[src/rtl/semaforo_temporizador_if.sv]
// -----------------------------------------------------------------------------
// semaforo_temporizador_if
//
// Groups the control inputs and the status outputs of the phase timer.
//
//   enable       : timer runs while high, freezes while low
//   limpa        : synchronous realign to phase 00
//   req_pedestre : pedestrian request (level or pulse)
//   pulso        : one-cycle end-of-phase pulse towards the controller
//   fase         : mirror of the controller's 2-bit phase
//   restante     : ticks left in the current phase
//   pendente     : pedestrian request latched and not yet served
//
// The master side drives the controls; the slave side is the timer itself.
// -----------------------------------------------------------------------------
interface semaforo_temporizador_if #(
  parameter int WIDTH = 8
) ();

  logic             enable;
  logic             limpa;
  logic             req_pedestre;
  logic             pulso;
  logic [1:0]       fase;
  logic [WIDTH-1:0] restante;
  logic             pendente;

  modport master (
    output enable, limpa, req_pedestre,
    input  pulso, fase, restante, pendente
  );

  modport slave (
    input  enable, limpa, req_pedestre,
    output pulso, fase, restante, pendente
  );

endinterface

[src/rtl/semaforo_temporizador.sv]
// -----------------------------------------------------------------------------
// semaforo_temporizador
//
// Phase timer for the two-street traffic-light controller. A prescaler divides
// the clock into ticks; each light phase lasts a programmable number of ticks
// and ends with a one-cycle pulse on bus.pulso that advances the controller.
// A local copy of the controller's phase selects green or yellow duration, and
// a latched pedestrian request cuts the remaining green time short.
//
// Ports:
//   clk   : clock, rising edge
//   rst_n : asynchronous active-low reset
//   bus   : slave side of semaforo_temporizador_if
//           (enable, limpa, req_pedestre in; pulso, fase, restante, pendente out)
// -----------------------------------------------------------------------------
module semaforo_temporizador #(
  parameter int PRESC       = 1000,
  parameter int WIDTH       = 8,
  parameter int T_VERDE     = 30,
  parameter int T_AMARELO   = 5,
  parameter int T_MIN_VERDE = 5
) (
  input  logic                    clk,
  input  logic                    rst_n,
  semaforo_temporizador_if.slave  bus
);

  // Prescaler needs at least one bit even when every edge is a tick.
  localparam int PW = (PRESC > 1) ? $clog2(PRESC) : 1;

  localparam logic [PW-1:0]    PRESC_MAX   = PW'(PRESC - 1);
  localparam logic [WIDTH-1:0] T_VERDE_W   = WIDTH'(T_VERDE);
  localparam logic [WIDTH-1:0] T_AMARELO_W = WIDTH'(T_AMARELO);
  localparam logic [WIDTH-1:0] T_MIN_W     = WIDTH'(T_MIN_VERDE);

  // Phase encoding matches the controller: bit 0 set means yellow.
  typedef enum logic [1:0] {
    FASE_R2_VERDE   = 2'b00,
    FASE_R2_AMARELO = 2'b01,
    FASE_R1_VERDE   = 2'b10,
    FASE_R1_AMARELO = 2'b11
  } fase_t;

  fase_t            fase_q,     fase_d;
  logic [PW-1:0]    presc_q,    presc_d;
  logic [WIDTH-1:0] restante_q, restante_d;
  logic             pulso_q,    pulso_d;
  logic             pendente_q, pendente_d;
  logic             tick;

  // Duration of a phase in ticks: yellow phases are the odd codes.
  function automatic logic [WIDTH-1:0] duracao(input fase_t f);
    return f[0] ? T_AMARELO_W : T_VERDE_W;
  endfunction

  // Next-state logic. The tick outcome is decided first; the pedestrian set
  // is applied last so a request arriving on the edge that ends a green phase
  // survives the clear of the request being served.
  always_comb begin
    fase_d     = fase_q;
    presc_d    = presc_q;
    restante_d = restante_q;
    pendente_d = pendente_q;
    pulso_d    = 1'b0;
    tick       = 1'b0;

    if (bus.limpa) begin
      fase_d     = FASE_R2_VERDE;
      presc_d    = '0;
      restante_d = T_VERDE_W;
      pendente_d = 1'b0;
    end else begin
      if (bus.enable) begin
        if (presc_q == PRESC_MAX) begin
          presc_d = '0;
          tick    = 1'b1;
        end else begin
          presc_d = presc_q + PW'(1);
        end
      end

      if (tick) begin
        if (restante_q == WIDTH'(1)) begin
          pulso_d    = 1'b1;
          fase_d     = fase_t'(fase_q + 2'd1);
          restante_d = duracao(fase_t'(fase_q + 2'd1));
          if (!fase_q[0]) begin
            pendente_d = 1'b0;
          end
        end else if (!fase_q[0] && pendente_q && (restante_q > T_MIN_W)) begin
          restante_d = T_MIN_W;
        end else begin
          restante_d = restante_q - WIDTH'(1);
        end
      end

      if (bus.req_pedestre) begin
        pendente_d = 1'b1;
      end
    end
  end

  // State register; reset puts the timer at the start of rua 2 green.
  always_ff @(posedge clk or negedge rst_n) begin
    if (!rst_n) begin
      fase_q     <= FASE_R2_VERDE;
      presc_q    <= '0;
      restante_q <= T_VERDE_W;
      pulso_q    <= 1'b0;
      pendente_q <= 1'b0;
    end else begin
      fase_q     <= fase_d;
      presc_q    <= presc_d;
      restante_q <= restante_d;
      pulso_q    <= pulso_d;
      pendente_q <= pendente_d;
    end
  end

  assign bus.pulso    = pulso_q;
  assign bus.fase     = fase_q;
  assign bus.restante = restante_q;
  assign bus.pendente = pendente_q;

endmodule

[src/flat_wrapper.sv]
// flat-port wrapper written by rule: the top's interface ports become plain ports
module semaforo_temporizador_flat 
#(
  parameter int PRESC       = 1000,
  parameter int WIDTH       = 8,
  parameter int T_VERDE     = 30,
  parameter int T_AMARELO   = 5,
  parameter int T_MIN_VERDE = 5
)
  (clk, rst_n, bus_enable, bus_limpa, bus_req_pedestre, bus_pulso, bus_fase, bus_restante, bus_pendente);
  semaforo_temporizador_if #(.WIDTH(WIDTH)) bus_i ();
  input  logic clk;
  input  logic rst_n;
  input wire logic [$bits(bus_i.enable)-1:0] bus_enable;
  input wire logic [$bits(bus_i.limpa)-1:0] bus_limpa;
  input wire logic [$bits(bus_i.req_pedestre)-1:0] bus_req_pedestre;
  output wire logic [$bits(bus_i.pulso)-1:0] bus_pulso;
  output wire logic [$bits(bus_i.fase)-1:0] bus_fase;
  output wire logic [$bits(bus_i.restante)-1:0] bus_restante;
  output wire logic [$bits(bus_i.pendente)-1:0] bus_pendente;
  assign bus_i.enable = bus_enable;
  assign bus_i.limpa = bus_limpa;
  assign bus_i.req_pedestre = bus_req_pedestre;
  assign bus_pulso = bus_i.pulso;
  assign bus_fase = bus_i.fase;
  assign bus_restante = bus_i.restante;
  assign bus_pendente = bus_i.pendente;
  semaforo_temporizador #(.PRESC(PRESC), .WIDTH(WIDTH), .T_VERDE(T_VERDE), .T_AMARELO(T_AMARELO), .T_MIN_VERDE(T_MIN_VERDE)) u_core (.clk(clk), .rst_n(rst_n), .bus(bus_i));
endmodule
[config.mk]
export PLATFORM = sky130hd
export DESIGN_NAME = semaforo_temporizador_flat
export DESIGN_NICKNAME = d
export VERILOG_FILES = /design/src/rtl/semaforo_temporizador_if.sv /design/src/rtl/semaforo_temporizador.sv /design/src/flat_wrapper.sv
export SDC_FILE = /design/constraint.sdc
export NUM_CORES = 1
export LEC_CHECK = 0
export ABC_CLOCK_PERIOD_IN_PS = 3350
export BUFFER_PORTS_ARGS = -buffer_cell sky130_fd_sc_hd__clkbuf_2
export CORE_UTILIZATION = 51
export DETAILED_ROUTE_END_ITERATION = 10
export PLACE_DENSITY_LB_ADDON = 0.08
export SYNTH_ARGS = -nofsm -noshare
export SYNTH_HDL_FRONTEND = slang
export SYNTH_SLANG_ARGS = --single-unit
[constraint.sdc]
create_clock -name clk -period 3.35 [get_ports clk]
set_clock_uncertainty 0.2 [all_clocks]
set_input_delay 0.67 -clock clk [delete_from_list [all_inputs] [get_ports clk]]
set_output_delay 0.67 -clock clk [all_outputs]
set_load 0.05 [all_outputs]
==> flow_metrics.py, run 1 <==
metrics = {
    "setup_path": {
        "cp_slowest_stage_delay_ns": 0.48,
        "worst-path-max-fanout": 13,
        "cp-end-kind": "flop",
        "cp_data_arrival_time_ns": 2.25,
        "cp-start-kind": "flop",
        "r2r_setup_slack_ns": 1.15,
        "worstPathCellList": "ha_1 > nor3b_1 > nand2_1 > or4_1 > a21oi_1",
        "r2r_start": "u_core.bus.restante[0]",
        "critical_path_required_ns": 3.39,
        "path_class": "reg -> reg",
        "rr_worst_depth": 5,
        "slowest_stage": "or4_1",
        "r2r-end": "u_core.bus.fase[1]",
    },
    "grt": {
        "overflow": 0,
        "antenna_found_initial": 0,
        "grt_max_degree": 23,
        "grt_pass1_vias": 1028,
        "grt_pass1_wl_um": 4840,
        "grt_usage": 0.237,
    },
    "final_layout": {
        "diodes": 0,
        "layout-drive-gt1-share": 0.179,
        "syn2layout_area_growth_pct": 7.85,
        "mostFrequentLayoutCells": "dfrtp_1, nor2_1, clkbuf_2",
        "fin_nets": 165,
        "fin_cells": 186,
        "layout_commonest_cell": "dfrtp_1",
    },
    "placed_design": {
        "place_hpwl_um": 2060,
        "dpl.cell_count": 182,
        "gp_congestion": 0.878,
        "port_buffers": 16,
    },
    "cts": {
        "clock_latency_ns": 0.31,
        "cts_hold_buf": 0,
        "numCtsBuffers": 3,
        "clk_pin_slew_ns": 0.13,
        "cts-resized-gates": 0,
        "cts_max_level": 1,
        "clock_sinks": 22,
        "cts_tree": "done",
        "cts-root-buf": "clkbuf_4",
        "clk_path_buf_depth": 2,
        "post_cts_buffers": 0,
    },
    "power_and_ir_drop": {
        "combPwrFrac": 0.073,
        "p_sw_mw": 0.104,
        "peakVddDrop_mv": 0.217,
        "p_per_area_nw_per_um2": 301,
        "internal_power_mw": 0.325,
        "clkPwrFrac": 0.293,
        "switching_share": 0.243,
        "seq_power_share": 0.634,
        "p_leak_nw": 0.555,
    },
    "synthesis": {
        "synth_fp_nets": 152,
        "syn_area_per_cell_um2": 9.18,
        "synth-main-ff-cell": "dfrtp_1",
        "synth_seq_cells": 22,
        "netlist_area_um2": 1320,
        "ys_seq_area_frac": 0.420,
        "async_flop_share": 1.00,
        "synth-edff-count": 0,
        "syn_inst": 144,
        "yosysUniqueCellTypes": 45,
        "yosys_warnings": 0,
    },
    "sta": {
        "hold_violations": 0,
        "maxSlewHeadroom": 0.543,
        "period_share": 0.658,
        "setup_tns_ns": 0,
        "rsz0062_at_grt": "false",
        "finalSetupViolCount": 0,
        "worst_pin_slew_ns": 0.680,
        "whs_ns": 0.114,
        "slew_violations": 0,
        "period_needed_ns": 2.20,
        "fmax_ghz": 0.454,
    },
    "job": {
        "maxCapViolCount": 0,
    },
    "floorplan": {
        "dieArea_um2": 2800,
        "rows": 18,
        "dieHeight_um": 52.9,
        "core_um2": 2450,
        "die_w_um": 52.9,
        "pin_count": 17,
        "start_util": 0.539,
    },
    "drt": {
        "viasPerCell": 5.91,
        "dr.pass1.iters": 4,
        "drtIter0Drc": 42,
        "ant_nets": 0,
        "vias": 1099,
        "drc": 0,
        "wl_per_cell_um": 15.5,
        "routed_wl_um": 2870,
    },
    "status": {
        "outcome": "finished, final reports clean",
    },
    "min_path": {
        "hp-class": "in -> async",
    },
}
[Yosys cell counts (all sizes together), types with 2 or more instances]
cell | number | area, µm²
nand2 | 10 | 37.5
nand2b | 3 | 18.8
or4 | 2 | 18.8
nand3 | 6 | 30.0
xnor2 | 5 | 43.8
nor4 | 3 | 25.0
and2 | 2 | 12.5
nand3b | 2 | 15.0
o311ai | 2 | 35.0
nor3b | 4 | 30.0
dfrtp | 18 | 450
dfstp | 4 | 105
nor3 | 8 | 40.0
buf | 3 | 21.3
ha | 3 | 37.5
inv | 8 | 30.0
a21oi | 9 | 45.0
a311oi | 2 | 17.5
nand4 | 2 | 12.5
nor2 | 16 | 60.1
a21boi | 2 | 15.0
a31oi | 4 | 25.0
clkbuf | 5 | 18.8
o31ai | 2 | 15.0
xor2 | 3 | 26.3
[routing by layer]
layer	vias to the layer above	track usage	share of wire
li1	549	-	-
met1	521	0.316	0.47
met2	27	0.386	0.50
met3	2	0.0374	0.033
met4	0	0.0833	0.0052
met5	-	0	0
[sequential cells by signal, summed over array words and instances, names as in the netlist]
signal               flops
u_core.bus.pulso         1
u_core.presc_q          10
u_core.bus.pendente      1
u_core.bus.restante      8
u_core.bus.fase          2
[final cells by class]
cell class	instances	area, µm²
Timing Repair Buffer	16	80.1
Inverter	8	30.0
Multi-Input combinational cell	106	697
Tap cell	30	37.5
Fill cell	233	1030
Clock buffer	4	26.3
Sequential cell	22	556
[worst max path at each step]
| stage | from | endpoint | slack (ns) | cells past startpoint |
|---|---|---|---|---|
| floorplan | bus_enable | u_core.bus.fase[1] | 1.19 | 5 |
| global placement | bus_enable | u_core.bus.fase[1] | 1.10 | 5 |
| detailed placement | bus_enable | u_core.bus.fase[1] | 1.07 | 5 |
| CTS | u_core.bus.restante[1] | u_core.bus.fase[1] | 1.16 | 6 |
| global route | u_core.bus.restante[0] | u_core.bus.fase[1] | 1.00 | 5 |
| finish | u_core.bus.restante[0] | u_core.bus.fase[1] | 1.15 | 5 |
[through the flow]
stage	power, mW	util	worst slack [ns]	instance area (µm²)
final	0.429	0.581	1.15	1430
after global routing	0.448	0.581	1.00	1430
after CTS	0.435	0.581	1.16	1430
after detailed placement	0.309	0.570	1.07	1400
after global placement	0.308	0.570	1.10	1400
after floorplan	0.297	-	1.19	1320
[kinds of logic (layout without fill, tap and decap cells)]
logic type / count (synthesis) / after routing / share of synthesized area
and+or+nand+nor: 63 / 63 / 0.261
xor gates and xnor gates: 8 / 8 / 0.0530
adders and majority gates: 3 / 3 / 0.0284
DFF: 22 / 22 / 0.420
buffers and inverters: 16 / 28 / 0.0530
AOI/OAI and AO/OA: 32 / 32 / 0.184
[worst max-delay path: cells and delay by family (launching register included)]
| family | cells | cell delay (ns) |
|---|---|---|
| and+or+nand+nor | 3 | 1.14 |
| DFF | 1 | 0.46 |
| adders and majority gates | 1 | 0.20 |
| AOI/OAI and AO/OA | 1 | 0.15 |
[power groups by stage]
stage	combinational, mW	sequential, mW	clock (mW)
2_1_floorplan	0.0174	0.280	0
3_5_place_dp	0.0316	0.277	0
5_1_grt	0.0355	0.273	0.139
3_3_place_gp	0.0314	0.277	0
6_report	0.0313	0.272	0.126
4_1_cts	0.0319	0.272	0.130
No activity file was read; power rests on OpenSTA's default activity.
==> run 2, diff against run 1 <==
- ABC_CLOCK_PERIOD_IN_PS: 3350 -> 2200
- clock period: 3.35 -> 2.2 ns (I/O delays scaled with it)
==> run 2 against run 1 <==
Against the previous run: routed wire length shrank 2.1%; via count grew 4.2%; core utilization grew 2.5 points; first-iteration DRC count shrank 69%; hold slack gained 0.0044 ns; critical path type unchanged; critical endpoint is now u_core.bus.restante[7]; largest power group unchanged.
==> flow_metrics.py, run 2 (synthesized netlist as in run 1, its figures left out) <==
metrics = {
    "status": {
        "outcome": "finished, final reports clean",
    },
    "sta": {
        "worst_pin_slew_ns": 0.585,
        "setup_tns_ns": 0,
        "fmax_ghz": 0.488,
        "period_needed_ns": 2.05,
        "finalSetupViolCount": 0,
        "hold_violations": 0,
        "whs_ns": 0.118,
        "rsz0062_at_grt": "false",
        "slew_violations": 0,
        "maxSlewHeadroom": 0.607,
        "period_share": 0.932,
    },
    "setup_path": {
        "r2r_setup_slack_ns": 0.15,
        "worst-path-stages": 4,
        "r2r-end": "u_core.bus.restante[7]",
        "slowest_stage": "or4_4",
        "cp-end-kind": "flop",
        "worstPathCellList": "or4_4 > o311ai_4 > nand3b_1 > o32ai_1",
        "worst-path-max-fanout": 7,
        "r2r_start": "u_core.bus.restante[5]",
        "critical_path_required_ns": 2.22,
        "cp_data_arrival_time_ns": 2.07,
        "path_buf_inv": 0,
        "cp_slowest_stage_delay_ns": 0.56,
        "rr_worst_depth": 4,
        "path_class": "reg -> reg",
        "crit_family": "simple AND/OR/NAND/NOR gates",
        "cp-start-kind": "flop",
    },
    "floorplan": {
        "core_um2": 2450,
        "pin_count": 17,
        "die_w_um": 52.9,
        "dieArea_um2": 2800,
        "rows": 18,
        "start_util": 0.539,
        "dieHeight_um": 52.9,
    },
    "cts": {
        "clock_latency_ns": 0.31,
        "clk_path_buf_depth": 2,
        "numCtsBuffers": 3,
        "clk_pin_slew_ns": 0.13,
        "clock_sinks": 22,
        "cts_tree": "done",
        "cts-root-buf": "clkbuf_4",
        "post_cts_buffers": 0,
        "cts_max_level": 1,
    },
    "grt": {
        "use_met1": 0.296,
        "grt_usage": 0.235,
        "grt-busiest-layer": "met2",
        "antenna_found_initial": 0,
        "overflow": 0,
        "grt_pass1_vias": 1113,
        "grt_max_degree": 23,
        "grt_pass1_wl_um": 4790,
        "grt_use_met2": 0.397,
        "grt_util_met3": 0.0259,
    },
    "final_layout": {
        "largest_register_ffs": 10,
        "mostFrequentLayoutCells": "dfrtp_1, nor2_1, clkbuf_2",
        "layout_commonest_cell": "dfrtp_1",
        "regMostFlops": "u_core.presc_q",
        "syn2layout_area_growth_pct": 12.6,
        "diodes": 0,
        "layout-drive-gt1-share": 0.216,
        "fin_nets": 171,
    },
    "power_and_ir_drop": {
        "p_per_area_nw_per_um2": 466,
        "internal_power_mw": 0.530,
        "p_sw_mw": 0.164,
        "combPwrFrac": 0.076,
        "p_leak_nw": 0.589,
        "seq_power_share": 0.597,
        "p_total_mw": 0.694,
        "peakVddDrop_mv": 0.402,
        "clkPwrFrac": 0.326,
        "switching_share": 0.237,
    },
    "job": {
        "maxCapViolCount": 0,
    },
    "min_path": {
        "hp-start": "bus_req_pedestre",
        "whs_path_depth": 3,
        "hp-class": "in -> reg",
        "hold_path_end": "u_core.bus.pendente",
    },
    "drt": {
        "ant_nets": 0,
        "routed_wl_um": 2810,
        "drc": 0,
        "wl_per_cell_um": 14.7,
        "dr.pass1.iters": 4,
        "viasPerCell": 5.96,
        "drtIter0Drc": 13,
        "vias": 1145,
    },
    "placed_design": {
        "port_buffers": 16,
        "place_hpwl_um": 2040,
        "gp_congestion": 0.850,
    },
}
run 2: cell types whose count changed in the layout (fill, tap and decap cells not counted), sizes merged:
cell         delta
buf             +5
dlygate4sd3     +1
run 2: how the worst max path moves through the flow:
stage	startpoint	end
final	u_core.bus.restante[5]	u_core.bus.restante[7]
after global routing	u_core.bus.restante[5]	u_core.bus.restante[3]
after CTS	u_core.bus.restante[5]	u_core.bus.restante[4]
after detailed placement	u_core.bus.restante[5]	u_core.bus.restante[2]
after global placement	u_core.bus.restante[5]	u_core.bus.restante[4]
after floorplan	u_core.bus.restante[5]	u_core.bus.restante[0]
run 2: final cells by class:
cell class	count	area, µm²
Inverter	8	30.0
Multi-Input combinational cell	106	702
Sequential cell	22	556
Timing Repair Buffer	22	128
Tap cell	30	37.5
Fill cell	220	966
Clock buffer	4	36.3
run 2: power groups by stage:
stage / sequential (mW) / combinational, mW / clock (mW)
after floorplan: 0.426 / 0.0266 / 0
after global placement: 0.422 / 0.0520 / 0
after detailed placement: 0.422 / 0.0520 / 0
after CTS: 0.415 / 0.0537 / 0.236
after global routing: 0.416 / 0.0592 / 0.252
final: 0.415 / 0.0531 / 0.226
run 2: timing repair:
action,in CTS,in global routing
hold buffers,1,0
endpoints found under the setup margin,0,1
resized for setup,0,1
endpoints found under the hold margin,18,0
run 2: metrics by stage:
stage	utilization	cells	cell area, µm²	worst slack (ns)
floorplan	-	144	1320	0.0453
global placement	0.586	187	1440	0.175
detailed placement	0.586	187	1440	0.166
CTS	0.604	192	1480	0.142
global route	0.607	192	1490	0.0502
finish	0.607	192	1490	0.149
run 2: layer usage:
| metal | routed length [µm] | vias to the layer above |
|---|---|---|
| li1 | - | 557 |
| met1 | 1340 | 557 |
| met2 | 1350 | 25 |
| met3 | 67 | 6 |
| met4 | 55 | 0 |
| met5 | 0 | - |
run 2: worst reg2reg max path, delay by kind of cell, from the launching register on:
kind | cells | cell delay [ns]
compound gates | 2 | 0.56
simple gates | 2 | 0.73
flops | 1 | 0.48
==> run 3, diff against run 2 <==
- CORE_ASPECT_RATIO: unset -> 0.75
- MAX_ROUTING_LAYER: unset -> met4
==> run 3 against run 2 <==
Against the previous run: clock power increased by 2%; global-route usage up 2.1 points; core utilization increased by 2.8 points; critical endpoint is now u_core.bus.fase[1]; flip-flop and latch count unchanged; count of clock-buffer cells in the layout did not move; critical path type unchanged.
==> flow_metrics.py, run 3 (synthesized netlist as in run 1, its figures left out) <==
metrics = {
    "sta": {
        "rsz0062_at_grt": "false",
        "worst_pin_slew_ns": 0.544,
        "period_needed_ns": 2.06,
        "maxSlewHeadroom": 0.637,
        "hold_violations": 0,
        "finalSetupViolCount": 0,
        "setup_ws_ns": 0.144,
        "setup_tns_ns": 0,
        "slew_violations": 0,
        "period_share": 0.934,
        "fmax_ghz": 0.486,
    },
    "cts": {
        "clk_pin_slew_ns": 0.13,
        "cts_tree": "done",
        "cts-root-buf": "clkbuf_4",
        "clk_path_buf_depth": 2,
        "cts_max_level": 1,
        "post_cts_buffers": 0,
        "clock_latency_ns": 0.32,
        "numCtsBuffers": 3,
        "clock_sinks": 22,
    },
    "final_layout": {
        "fin_nets": 174,
        "syn2layout_area_growth_pct": 14.3,
        "layout_commonest_cell": "dfrtp_1",
        "layout-drive-gt1-share": 0.224,
        "mostFrequentLayoutCells": "dfrtp_1, nor2_1, clkbuf_2",
        "diodes": 0,
        "largest_register_ffs": 10,
        "regMostFlops": "u_core.presc_q",
    },
    "drt": {
        "dr.pass1.iters": 4,
        "wl_per_cell_um": 14.8,
        "drtIter0Drc": 81,
        "drc": 0,
        "routed_wl_um": 2940,
        "viasPerCell": 5.81,
        "vias": 1156,
        "ant_nets": 0,
    },
    "status": {
        "outcome": "finished, final reports clean",
    },
    "setup_path": {
        "worst-path-max-fanout": 8,
        "cp-start-kind": "flop",
        "cp_data_arrival_time_ns": 2.11,
        "path_class": "reg -> reg",
        "cp-end-kind": "flop",
        "r2r_setup_slack_ns": 0.14,
        "critical_path_required_ns": 2.26,
    },
    "floorplan": {
        "die_w_um": 60.8,
        "dieArea_um2": 2800,
        "core_um2": 2380,
        "start_util": 0.555,
        "dieHeight_um": 46.1,
        "rows": 15,
        "pin_count": 17,
    },
    "min_path": {
        "hp-class": "in -> reg",
    },
    "grt": {
        "antenna_found_initial": 0,
        "grt_pass1_vias": 996,
        "overflow": 0,
        "grt_pass1_wl_um": 4870,
        "grt_max_degree": 23,
        "grt_usage": 0.256,
    },
    "power_and_ir_drop": {
        "peakVddDrop_mv": 0.249,
        "p_leak_nw": 0.603,
        "p_per_area_nw_per_um2": 462,
    },
    "job": {
        "maxCapViolCount": 0,
    },
    "placed_design": {
        "post-place-ws_ns": 0.183,
        "port_buffers": 16,
        "gp_congestion": 0.917,
        "place_hpwl_um": 2150,
    },
}
==> run 3: cell types whose count changed in the layout (fill, tap and decap cells not counted), sizes merged <==
| cell | delta |
|---|---|
| buf | +3 |
==> run 3: layout make-up <==
type                    instances  area, µm²
clock buffers                   4       36.3
fillers                       219        872
inverters                       8       30.0
multi-input cells             106        697
flip-flops and latches         22        556
well taps                      34       42.5
repair buffers                 25        150
==> run 3: per-stage QoR <==
stage	cells	hold WS, ns	util	area [µm²]	power, mW
final	199	0.109	0.634	1510	0.698
after global routing	199	0.0988	0.634	1510	0.726
after CTS	199	0.107	0.634	1510	0.706
after detailed placement	194	0.251	0.615	1470	0.473
after global placement	194	0.243	0.615	1470	0.473
after floorplan	144	-0.0556	-	1320	0.452
==> run 3: repair_timing <==
action                    4_1_cts  5_1_grt
hold endpoints to repair       18        0
hold buffers                    1        0
resized for setup               0        0
==> run 3: worst max-delay path: stages (launching register included) <==
cell and delay [ns]:
dfrtp_1 0.41, ha_1 0.22, and2_1 0.25, nand3_1 0.25, or4_1 0.52, a21oi_1 0.14
==> run 3: per-layer routing <==
metal | vias to the layer above | track usage | share of wire
met5 | - | - | 0
met4 | 0 | 0.0818 | 0.012
met3 | 5 | 0.0787 | 0.069
met2 | 40 | 0.356 | 0.44
met1 | 540 | 0.354 | 0.48
li1 | 571 | - | -
==> run 3: final timing paths <==
kind | from | endpoint | cells past startpoint
hold reg to reg | u_core.bus.restante[1] | u_core.bus.restante[1] | 1
setup / recovery | u_core.presc_q[0] | u_core.bus.fase[1] | 5
min in group asynchronous | rst_n | u_core.presc_q[1] | 2
hold / removal | bus_req_pedestre | u_core.bus.pendente | 3
max in group asynchronous | rst_n | u_core.bus.restante[4] | 2
setup reg to reg | u_core.presc_q[0] | u_core.bus.fase[1] | 5
==> run 3: report_power, final <==
part / switching [mW] / internal, mW / leakage, nW
logic: 0.0336 / 0.0185 / 0.292
clock network: 0.130 / 0.101 / 0.0210
registers: 0.00543 / 0.410 / 0.291
total: 0.169 / 0.529 / 0.603
